`src/rtl/pkt_rr_arbiter.sv`:
```
// -----------------------------------------------------------------------------
// pkt_rr_arbiter
// Packet-level round-robin arbiter. Four requesters each write words into a
// private fall-through FIFO; the arbiter grants one queue at a time and
// forwards a whole packet (header words, data words, one EOP word) before it
// re-arbitrates. Round-robin search starts at the queue after the last one
// that completed a packet.
//
// Ports
//   clk, reset            : rising-edge clock, synchronous active-high reset
//   in_data_N, in_ctrl_N  : word and ctrl from requester N (N = 0..3)
//   in_wr_N               : write strobe for requester N
//   in_rdy_N              : requester N may write next cycle (FIFO not nearly full)
//   out_data, out_ctrl    : registered word forwarded to the next stage
//   out_wr                : registered write strobe to the next stage
//   out_rdy               : next stage accepts a word this cycle
//   cur_grant             : index of the currently granted queue
//   pkt_done              : one-cycle pulse together with the EOP word's out_wr
// -----------------------------------------------------------------------------
module pkt_rr_arbiter #(
    parameter int DATA_WIDTH      = 64,
    parameter int CTRL_WIDTH      = DATA_WIDTH / 8,
    parameter int FIFO_DEPTH_BITS = 3
) (
    input  logic                  clk,
    input  logic                  reset,
    input  logic [DATA_WIDTH-1:0] in_data_0,
    input  logic [CTRL_WIDTH-1:0] in_ctrl_0,
    input  logic                  in_wr_0,
    output logic                  in_rdy_0,
    input  logic [DATA_WIDTH-1:0] in_data_1,
    input  logic [CTRL_WIDTH-1:0] in_ctrl_1,
    input  logic                  in_wr_1,
    output logic                  in_rdy_1,
    input  logic [DATA_WIDTH-1:0] in_data_2,
    input  logic [CTRL_WIDTH-1:0] in_ctrl_2,
    input  logic                  in_wr_2,
    output logic                  in_rdy_2,
    input  logic [DATA_WIDTH-1:0] in_data_3,
    input  logic [CTRL_WIDTH-1:0] in_ctrl_3,
    input  logic                  in_wr_3,
    output logic                  in_rdy_3,
    output logic [DATA_WIDTH-1:0] out_data,
    output logic [CTRL_WIDTH-1:0] out_ctrl,
    output logic                  out_wr,
    input  logic                  out_rdy,
    output logic [1:0]            cur_grant,
    output logic                  pkt_done
);

    localparam int L_WORD_W = CTRL_WIDTH + DATA_WIDTH;
    localparam int L_DEPTH  = 1 << FIFO_DEPTH_BITS;
    localparam logic [FIFO_DEPTH_BITS:0] L_CNT_FULL = (FIFO_DEPTH_BITS + 1)'(L_DEPTH);
    // Nearly full leaves one slot so a requester that sees in_rdy high can
    // still write on the following cycle.
    localparam logic [FIFO_DEPTH_BITS:0] L_CNT_NEAR = (FIFO_DEPTH_BITS + 1)'(L_DEPTH - 1);
    localparam logic [FIFO_DEPTH_BITS:0] L_CNT_ZERO = {(FIFO_DEPTH_BITS + 1){1'b0}};
    localparam logic [FIFO_DEPTH_BITS:0] L_CNT_ONE  = (FIFO_DEPTH_BITS + 1)'(1);
    localparam logic [FIFO_DEPTH_BITS-1:0] L_PTR_ONE = FIFO_DEPTH_BITS'(1);

    typedef enum logic [1:0] {
        S_IDLE      = 2'd0,
        S_SEND_HDR  = 2'd1,
        S_SEND_DATA = 2'd2
    } state_t;

    state_t                r_state;
    logic [1:0]            r_grant;
    logic [1:0]            r_last_grant;
    logic [DATA_WIDTH-1:0] r_out_data;
    logic [CTRL_WIDTH-1:0] r_out_ctrl;
    logic                  r_out_wr;
    logic                  r_pkt_done;

    logic [L_WORD_W-1:0]   w_wdata [4];
    logic [L_WORD_W-1:0]   w_head  [4];
    logic [3:0]            w_wr;
    logic [3:0]            w_empty;
    logic [3:0]            w_nearly_full;
    logic [3:0]            w_pop_q;
    logic                  w_pop;
    logic [L_WORD_W-1:0]   w_head_sel;
    logic [CTRL_WIDTH-1:0] w_head_ctrl;
    logic [DATA_WIDTH-1:0] w_head_data;
    logic [1:0]            w_next_grant;
    logic [1:0]            w_idx;
    logic                  w_found;

    assign w_wdata[0] = {in_ctrl_0, in_data_0};
    assign w_wdata[1] = {in_ctrl_1, in_data_1};
    assign w_wdata[2] = {in_ctrl_2, in_data_2};
    assign w_wdata[3] = {in_ctrl_3, in_data_3};
    assign w_wr       = {in_wr_3, in_wr_2, in_wr_1, in_wr_0};

    assign in_rdy_0 = !w_nearly_full[0];
    assign in_rdy_1 = !w_nearly_full[1];
    assign in_rdy_2 = !w_nearly_full[2];
    assign in_rdy_3 = !w_nearly_full[3];

    // Only the granted queue is ever popped, and only while a packet is open.
    assign w_pop       = (r_state != S_IDLE) && out_rdy && !w_empty[r_grant];
    assign w_head_sel  = w_head[r_grant];
    assign w_head_ctrl = w_head_sel[L_WORD_W-1 -: CTRL_WIDTH];
    assign w_head_data = w_head_sel[DATA_WIDTH-1:0];

    // Per-requester fall-through FIFO: the head word is visible whenever the
    // queue is non-empty, so a pop and its forwarded word share one cycle.
    for (genvar g = 0; g < 4; g++) begin : g_fifo
        logic [L_WORD_W-1:0]        r_mem [L_DEPTH];
        logic [FIFO_DEPTH_BITS-1:0] r_rd_ptr;
        logic [FIFO_DEPTH_BITS-1:0] r_wr_ptr;
        logic [FIFO_DEPTH_BITS:0]   r_count;
        logic                       w_push;

        assign w_pop_q[g]       = w_pop && (r_grant == 2'(g));
        // A write into a full queue is only kept if a pop frees a slot.
        assign w_push           = w_wr[g] && ((r_count != L_CNT_FULL) || w_pop_q[g]);
        assign w_empty[g]       = (r_count == L_CNT_ZERO);
        assign w_nearly_full[g] = (r_count >= L_CNT_NEAR);
        assign w_head[g]        = r_mem[r_rd_ptr];

        // Storage write port.
        always_ff @(posedge clk) begin
            if (w_push) begin
                r_mem[r_wr_ptr] <= w_wdata[g];
            end
        end

        // Pointers and occupancy; reset flushes the queue.
        always_ff @(posedge clk) begin
            if (reset) begin
                r_rd_ptr <= {FIFO_DEPTH_BITS{1'b0}};
                r_wr_ptr <= {FIFO_DEPTH_BITS{1'b0}};
                r_count  <= L_CNT_ZERO;
            end else begin
                if (w_push) begin
                    r_wr_ptr <= r_wr_ptr + L_PTR_ONE;
                end
                if (w_pop_q[g]) begin
                    r_rd_ptr <= r_rd_ptr + L_PTR_ONE;
                end
                case ({w_push, w_pop_q[g]})
                    2'b10:   r_count <= r_count + L_CNT_ONE;
                    2'b01:   r_count <= r_count - L_CNT_ONE;
                    default: r_count <= r_count;
                endcase
            end
        end
    end

    // Round-robin search: last_grant+1 first, last_grant itself last.
    always_comb begin
        w_next_grant = r_grant;
        w_found      = 1'b0;
        w_idx        = 2'd0;
        for (int k = 1; k <= 4; k++) begin
            w_idx = r_last_grant + 2'(k);
            if (!w_found && !w_empty[w_idx]) begin
                w_found      = 1'b1;
                w_next_grant = w_idx;
            end else begin
                w_found      = w_found;
            end
        end
    end

    // Packet FSM with registered output stage.
    always_ff @(posedge clk) begin
        if (reset) begin
            r_state      <= S_IDLE;
            r_last_grant <= 2'd3;
            r_grant      <= 2'd0;
            r_out_wr     <= 1'b0;
            r_out_data   <= {DATA_WIDTH{1'b0}};
            r_out_ctrl   <= {CTRL_WIDTH{1'b0}};
            r_pkt_done   <= 1'b0;
        end else begin
            r_out_wr   <= w_pop;
            r_pkt_done <= 1'b0;
            if (w_pop) begin
                r_out_data <= w_head_data;
                r_out_ctrl <= w_head_ctrl;
            end
            case (r_state)
                S_IDLE: begin
                    if (w_found) begin
                        r_grant <= w_next_grant;
                        r_state <= S_SEND_HDR;
                    end
                end
                S_SEND_HDR: begin
                    // First zero-ctrl word ends the header section.
                    if (w_pop && (w_head_ctrl == {CTRL_WIDTH{1'b0}})) begin
                        r_state <= S_SEND_DATA;
                    end
                end
                S_SEND_DATA: begin
                    // Non-zero ctrl after data words marks end of packet.
                    if (w_pop && (w_head_ctrl != {CTRL_WIDTH{1'b0}})) begin
                        r_last_grant <= r_grant;
                        r_pkt_done   <= 1'b1;
                        r_state      <= S_IDLE;
                    end
                end
                default: begin
                    r_state <= S_IDLE;
                end
            endcase
        end
    end

    assign out_data  = r_out_data;
    assign out_ctrl  = r_out_ctrl;
    assign out_wr    = r_out_wr;
    assign pkt_done  = r_pkt_done;
    assign cur_grant = r_grant;

endmodule

```
`config.mk`:
```
export PLATFORM = sky130hd
export DESIGN_NAME = pkt_rr_arbiter
export DESIGN_NICKNAME = d
export VERILOG_FILES = /design/src/rtl/pkt_rr_arbiter.sv
export SDC_FILE = /design/constraint.sdc
export NUM_CORES = 2
export LEC_CHECK = 0
export CAP_MARGIN = 20
export CORE_UTILIZATION = 55
export CTS_CLUSTER_SIZE = 24
export DETAILED_ROUTE_END_ITERATION = 8
export PLACE_DENSITY = 0.73
export SYNTH_ARGS = -nofsm -noshare
export SYNTH_HDL_FRONTEND = slang
export SYNTH_SLANG_ARGS = --single-unit
```
`constraint.sdc`:
```
create_clock -name clk -period 29.7 [get_ports clk]
set_input_delay 5.94 -clock clk [delete_from_list [all_inputs] [get_ports clk]]
set_output_delay 5.94 -clock clk [all_outputs]
set_load 0.02 [all_outputs]
```
# Word level (Yosys, flattened, before mapping)
# Memory sizes are Yosys's and may differ from the RTL's. A register that Yosys moved wholly into a read port is not among the register bits.
# Index checks and enable logic that the tools add are counted.
[totals]
memories = 4
romBits = 0
ff_bits = 120
word_cells = 167
mem_bits_rw = 2304
out_inout_bits = 80
latchBits = 0
in_bits = 295
[memory_table]
columns = ["name", "depth", "width", "read_ports", "rd_clocked_by_memory_dff", "write_ports", "line_no", "source"]
rows = [
  ["g_fifo[0].r_mem", 8, 72, 1, 1, 1, "109", "logic [L_WORD_W-1:0] r_mem [L_DEPTH];"],
  ["g_fifo[1].r_mem", 8, 72, 1, 1, 1, "109", ""],
  ["g_fifo[2].r_mem", 8, 72, 1, 1, 1, "109", ""],
  ["g_fifo[3].r_mem", 8, 72, 1, 1, 1, "109", ""],
]
[classes]
n_bitwise = 2
n_reduce_logical = 46
n_shift = 0
n_div = 0
n_addsub = 19
n_lt_le_gt_ge = 10
n_mul = 0
muxes = 46
eq_ne = 21
[ops]
columns = ["operator", "count"]
rows = [
  ["binary-select mux 72 bit (select 2 bit)", 1],
  ["two-way mux 72 bit", 2],
  ["one-hot mux 4 bit (2 select lines)", 4],
  ["adder 3 x 1 -> 3 bit, second input constant", 8],
  ["two-way mux 3 bit", 8],
  ["two-way mux 1 bit", 18],
  ["adder 4 x 1 -> 4 bit, second input constant", 4],
  ["greater-or-equal comparator 4 x 3 -> 1 bit, second input constant", 4],
  ["logical NOT 4 bit", 4],
  ["inequality test 4 bit, second input constant", 4],
  ["subtractor 4 x 1 -> 4 bit, second input constant", 4],
  ["logical AND 1 bit", 15],
  ["< comparator 2 x 3 -> 1 bit, second input constant", 5],
  ["equality test 2 bit, second input constant", 7],
  ["two-way mux 2 bit", 7],
  ["equality test 2 x 1 -> 1 bit, second input constant", 6],
  ["binary-select mux 1 bit (select 2 bit)", 5],
  ["logical NOT 1 bit", 10],
  ["nonzero test 2 bit", 5],
  ["logical NOT 8 bit", 1],
  ["nonzero test 8 bit", 1],
  ["inequality test 2 bit, second input constant", 3],
  ["one-hot mux 2 bit (3 select lines)", 1],
  ["AND reduction 3 bit", 2],
  ["10 further kinds", 15],
]

# Longest topological paths before layout
[logic_depth]
depth_word = 14
mapped_depth = 12
depth_no_buf = 12

# Least setup slack after synthesis
# No wires, ideal clock.
[synth_path]
kind = "in2reg"
from = "input out_rdy"
to = "memory g_fifo[2].r_mem[0][0] in the netlist's numbering (enable)"
cell_stages = 4
required_time_ns = 29.019
n_path_buf = 0
arrival_ns = 13.751
setup_slack_ns = 15.268
setup_ns = 0.681
cell_sequence = "o21ai_1 -> nor3_1 -> o21ai_1 -> nor4_1"
[synth_between]
elab_chain_cells = 7
[synth_lines]
columns = ["element", "line_no", "source"]
rows = [
  ["start: declaration", "46", "input logic out_rdy,"],
  ["logical AND 1 bit (2 in series)", "101", "assign w_pop = (r_state != S_IDLE) && out_rdy && !w_empty[r_grant];"],
  ["logical AND 1 bit", "115", "assign w_pop_q[g] = w_pop && (r_grant == 2'(g));"],
  ["logical OR 1 bit", "117", "assign w_push = w_wr[g] && ((r_count != L_CNT_FULL) || w_pop_q[g]);"],
  ["logical AND 1 bit", "117", ""],
  ["two-way mux 1 bit", "124", "if (w_push) begin"],
  ["two-way mux 1 bit (implied by the code)", "125", "r_mem[r_wr_ptr] <= w_wdata[g];"],
  ["end: declaration", "109", ""],
]
# No other way between the ends.

# Worst setup path in the final report
[layout_path]
from = "input out_rdy"
to = "memory g_fifo[2].r_mem[4][11] in the netlist's numbering (enable)"
# Same word-level chain as after synthesis.

==> flow_metrics.tcl <==
set metrics [dict create \
    status "finished, final reports clean" \
    drt_iter0_drc 5028 \
    vias_per_cell 6.22 \
    clk_path_buf_depth 3 \
    clk_latency_ns 0.86 \
    vias 44600 \
    finalCritPeriodShare 0.315 \
    tritoncts "built" \
    htreeDepth 4 \
    yosysSeqAreaShare 0.774 \
    worst-setup-path-type "in2reg" \
    chipHeight_um 413 \
    post_dp_cell_area_mm2 0.0990 \
    end_kind "flop" \
    rsz0062_at_grt "no" \
    placeableCoreArea_mm2 0.167 \
    antenna_found_initial 74 \
    ctsRootBufferMaster "clkbuf_16" \
    hold_violations 0 \
    die_area_mm2 0.170 \
    ys_ff_latch 2436 \
    crit_arrival_ns 9.82 \
    grt_pass1_wl_um 314000 \
    die_w_um 413 \
    drv_cap 0 \
    ios 375 \
    cts_setup_buffers 0 \
    gp_congestion 0.850 \
    setup_tns_ns 0 \
    synth_nets 4598 \
    final_util 0.638 \
    maxSlewHeadroom 0.177 \
    overflow 0 \
    worstPathMaxFanout 62 \
    final_common_cell "edfxtp_1" \
    dpl.hpwl_um 137000 \
    cts_sinks 2436 \
    drv_slew 0 \
    cts_resized 0 \
    fin_skew_ns 0.0283 \
    area_growth_syn_to_layout_pct 15.1 \
    yosysWarnings 0 \
    critPathRequiredTime_ns 30.16 \
    ys_types 48 \
    grt_pass1_vias 44400 \
    grt_max_degree 139 \
    ant_nets 0 \
    synth_edf_count 2304 \
    final_layout_size_suffix_gt1_frac 0.209 \
    drcViolationCount 0 \
    syn_area_mm2 0.0928 \
    io_buffers 374 \
    ys_dominant_reg_cell "edfxtp_1" \
    holdBufCountCts 0 \
    hold_class "reg2reg" \
    start_util 0.554 \
    worst_pin_slew_ns 1.23 \
    ir_drop_v 0.0000597 \
    powerDensity_mw_per_mm2 70.5 \
    max_freq_mhz 107 \
    clk_pin_slew_ns 0.06 \
    final_cell_mix "edfxtp_1, mux4_2, clkdlybuf4s50_1, mux2i_1, clkbuf_16" \
    setup_viol 0 \
    wl_um 221000 \
    drt-wirelength-per-cell_um 30.8 \
    layout.nets 5065 \
    p_leak_nw 32.4 \
    async_reset_ff_frac 0 \
    postLayoutCellArea_mm2 0.107 \
    grt.total_usage 0.262 \
    drt-pass1-iter-count 7 \
    synthCells 4283 \
    fin_crit_ns 9.36 \
    cts_buffers 229 \
    start_kind "input pin" \
    rows 150 \
    synth.avg_cell_area_um2 21.7 \
]
[Yosys cell counts (7+ instances only)]
library cell | instances | area (um^2)
edfxtp_1 | 2304 | 69200
mux4_2 | 541 | 12200
mux2i_1 | 345 | 3450
nor2_1 | 154 | 578
o22ai_1 | 145 | 907
buf_2 | 141 | 706
dfxtp_1 | 132 | 2640
a21oi_1 | 84 | 420
o21ai_0 | 68 | 340
nand2_1 | 65 | 244
clkbuf_1 | 53 | 199
nand3_1 | 40 | 200
nor3_1 | 20 | 100
nand2b_1 | 19 | 119
a22oi_1 | 16 | 120
buf_4 | 16 | 120
ha_1 | 16 | 200
inv_1 | 13 | 48.8
a211oi_1 | 12 | 90.1
xnor2_1 | 12 | 105
nor2b_1 | 10 | 62.6
xor2_1 | 10 | 87.6
a31oi_1 | 9 | 56.3
buf_1 | 7 | 26.3
[registers in the layout (all words and copies together) (netlist names), named ones only]
| name | count |
|---|---|
| out_ctrl | 8 |
| r_last_grant | 2 |
| g_fifo.r_wr_ptr | 12 |
| cur_grant | 2 |
| r_state | 2 |
| g_fifo.r_count | 16 |
| g_fifo.r_rd_ptr | 12 |
| out_data | 64 |
| pkt_done | 1 |
| g_fifo.r_mem | 2304 |
| out_wr | 1 |
[cell type report]
| class | instances | area, um^2 |
|---|---|---|
| clock inverter | 135 | 1340 |
| inverter | 15 | 56.3 |
| multi-input combinational | 1607 | 20000 |
| clock buffer | 292 | 6270 |
| fill | 11000 | 60600 |
| tap | 2204 | 2760 |
| sequential | 2436 | 71900 |
| timing repair buffer | 461 | 4460 |
| antenna | 24 | 60.1 |
[power by group]
part	total (mW)	internal, mW	switching [mW]
Sequential	3.92	3.86	0.0605
Clock	2.93	1.70	1.23
Combinational	0.669	0.237	0.432
Total	7.52	5.80	1.73
[through the flow]
step                      setup slack (ns)  power, mW  instances  hold slack, ns
final                                20.34       7.52       7174           0.472
after global routing                 20.18       7.72       7165           0.499
after CTS                            20.45       7.56       7143           0.477
after detailed placement             19.53       4.66       6716           0.467
after global placement               19.57       4.64       6716           0.460
after floorplan                      15.27       4.31       4283           0.454
[logic make-up (layout without fill, tap and decap cells)]
kind of cell / count (synthesis) / after routing / share of synthesized area
muxes: 890 / 890 / 0.170
adders and majority gates: 20 / 20 / 0.00302
buffers and inverters: 240 / 903 / 0.0131
and+or+nand+nor: 327 / 327 / 0.0160
AOI/OAI and AO/OA: 348 / 348 / 0.0220
other: 0 / 24 / 0
DFF: 2436 / 2436 / 0.774
xor gates and xnor gates: 22 / 22 / 0.00208
[worst paths after layout]
kind	to	start	depth (start not counted)	slack, ns
min reg2reg	flop	g_fifo[2].r_rd_ptr[1]	2	0.47
max	g_fifo[2].r_mem[4][11]	out_rdy	9	20.34
max reg2reg	r_state[1]	flop	9	24.82
min	flop	g_fifo[2].r_rd_ptr[1]	2	0.47
[layer usage]
metal,wire (um),global-route usage
met1,85100,0.357
met2,102000,0.385
met5,436,0
met3,24700,0.0928
met4,9010,0.112
[critical path, cell delays in order]
cell             delay [ns]
clkdlybuf4s50_1        0.47
o21ai_1                0.06
buf_4                  0.22
nor3_1                 0.54
o21ai_1                0.42
inv_2                  0.15
nand2_1                0.21
nor3_2                 0.81
buf_4                  0.94
Power figures use the tool's default switching activity.
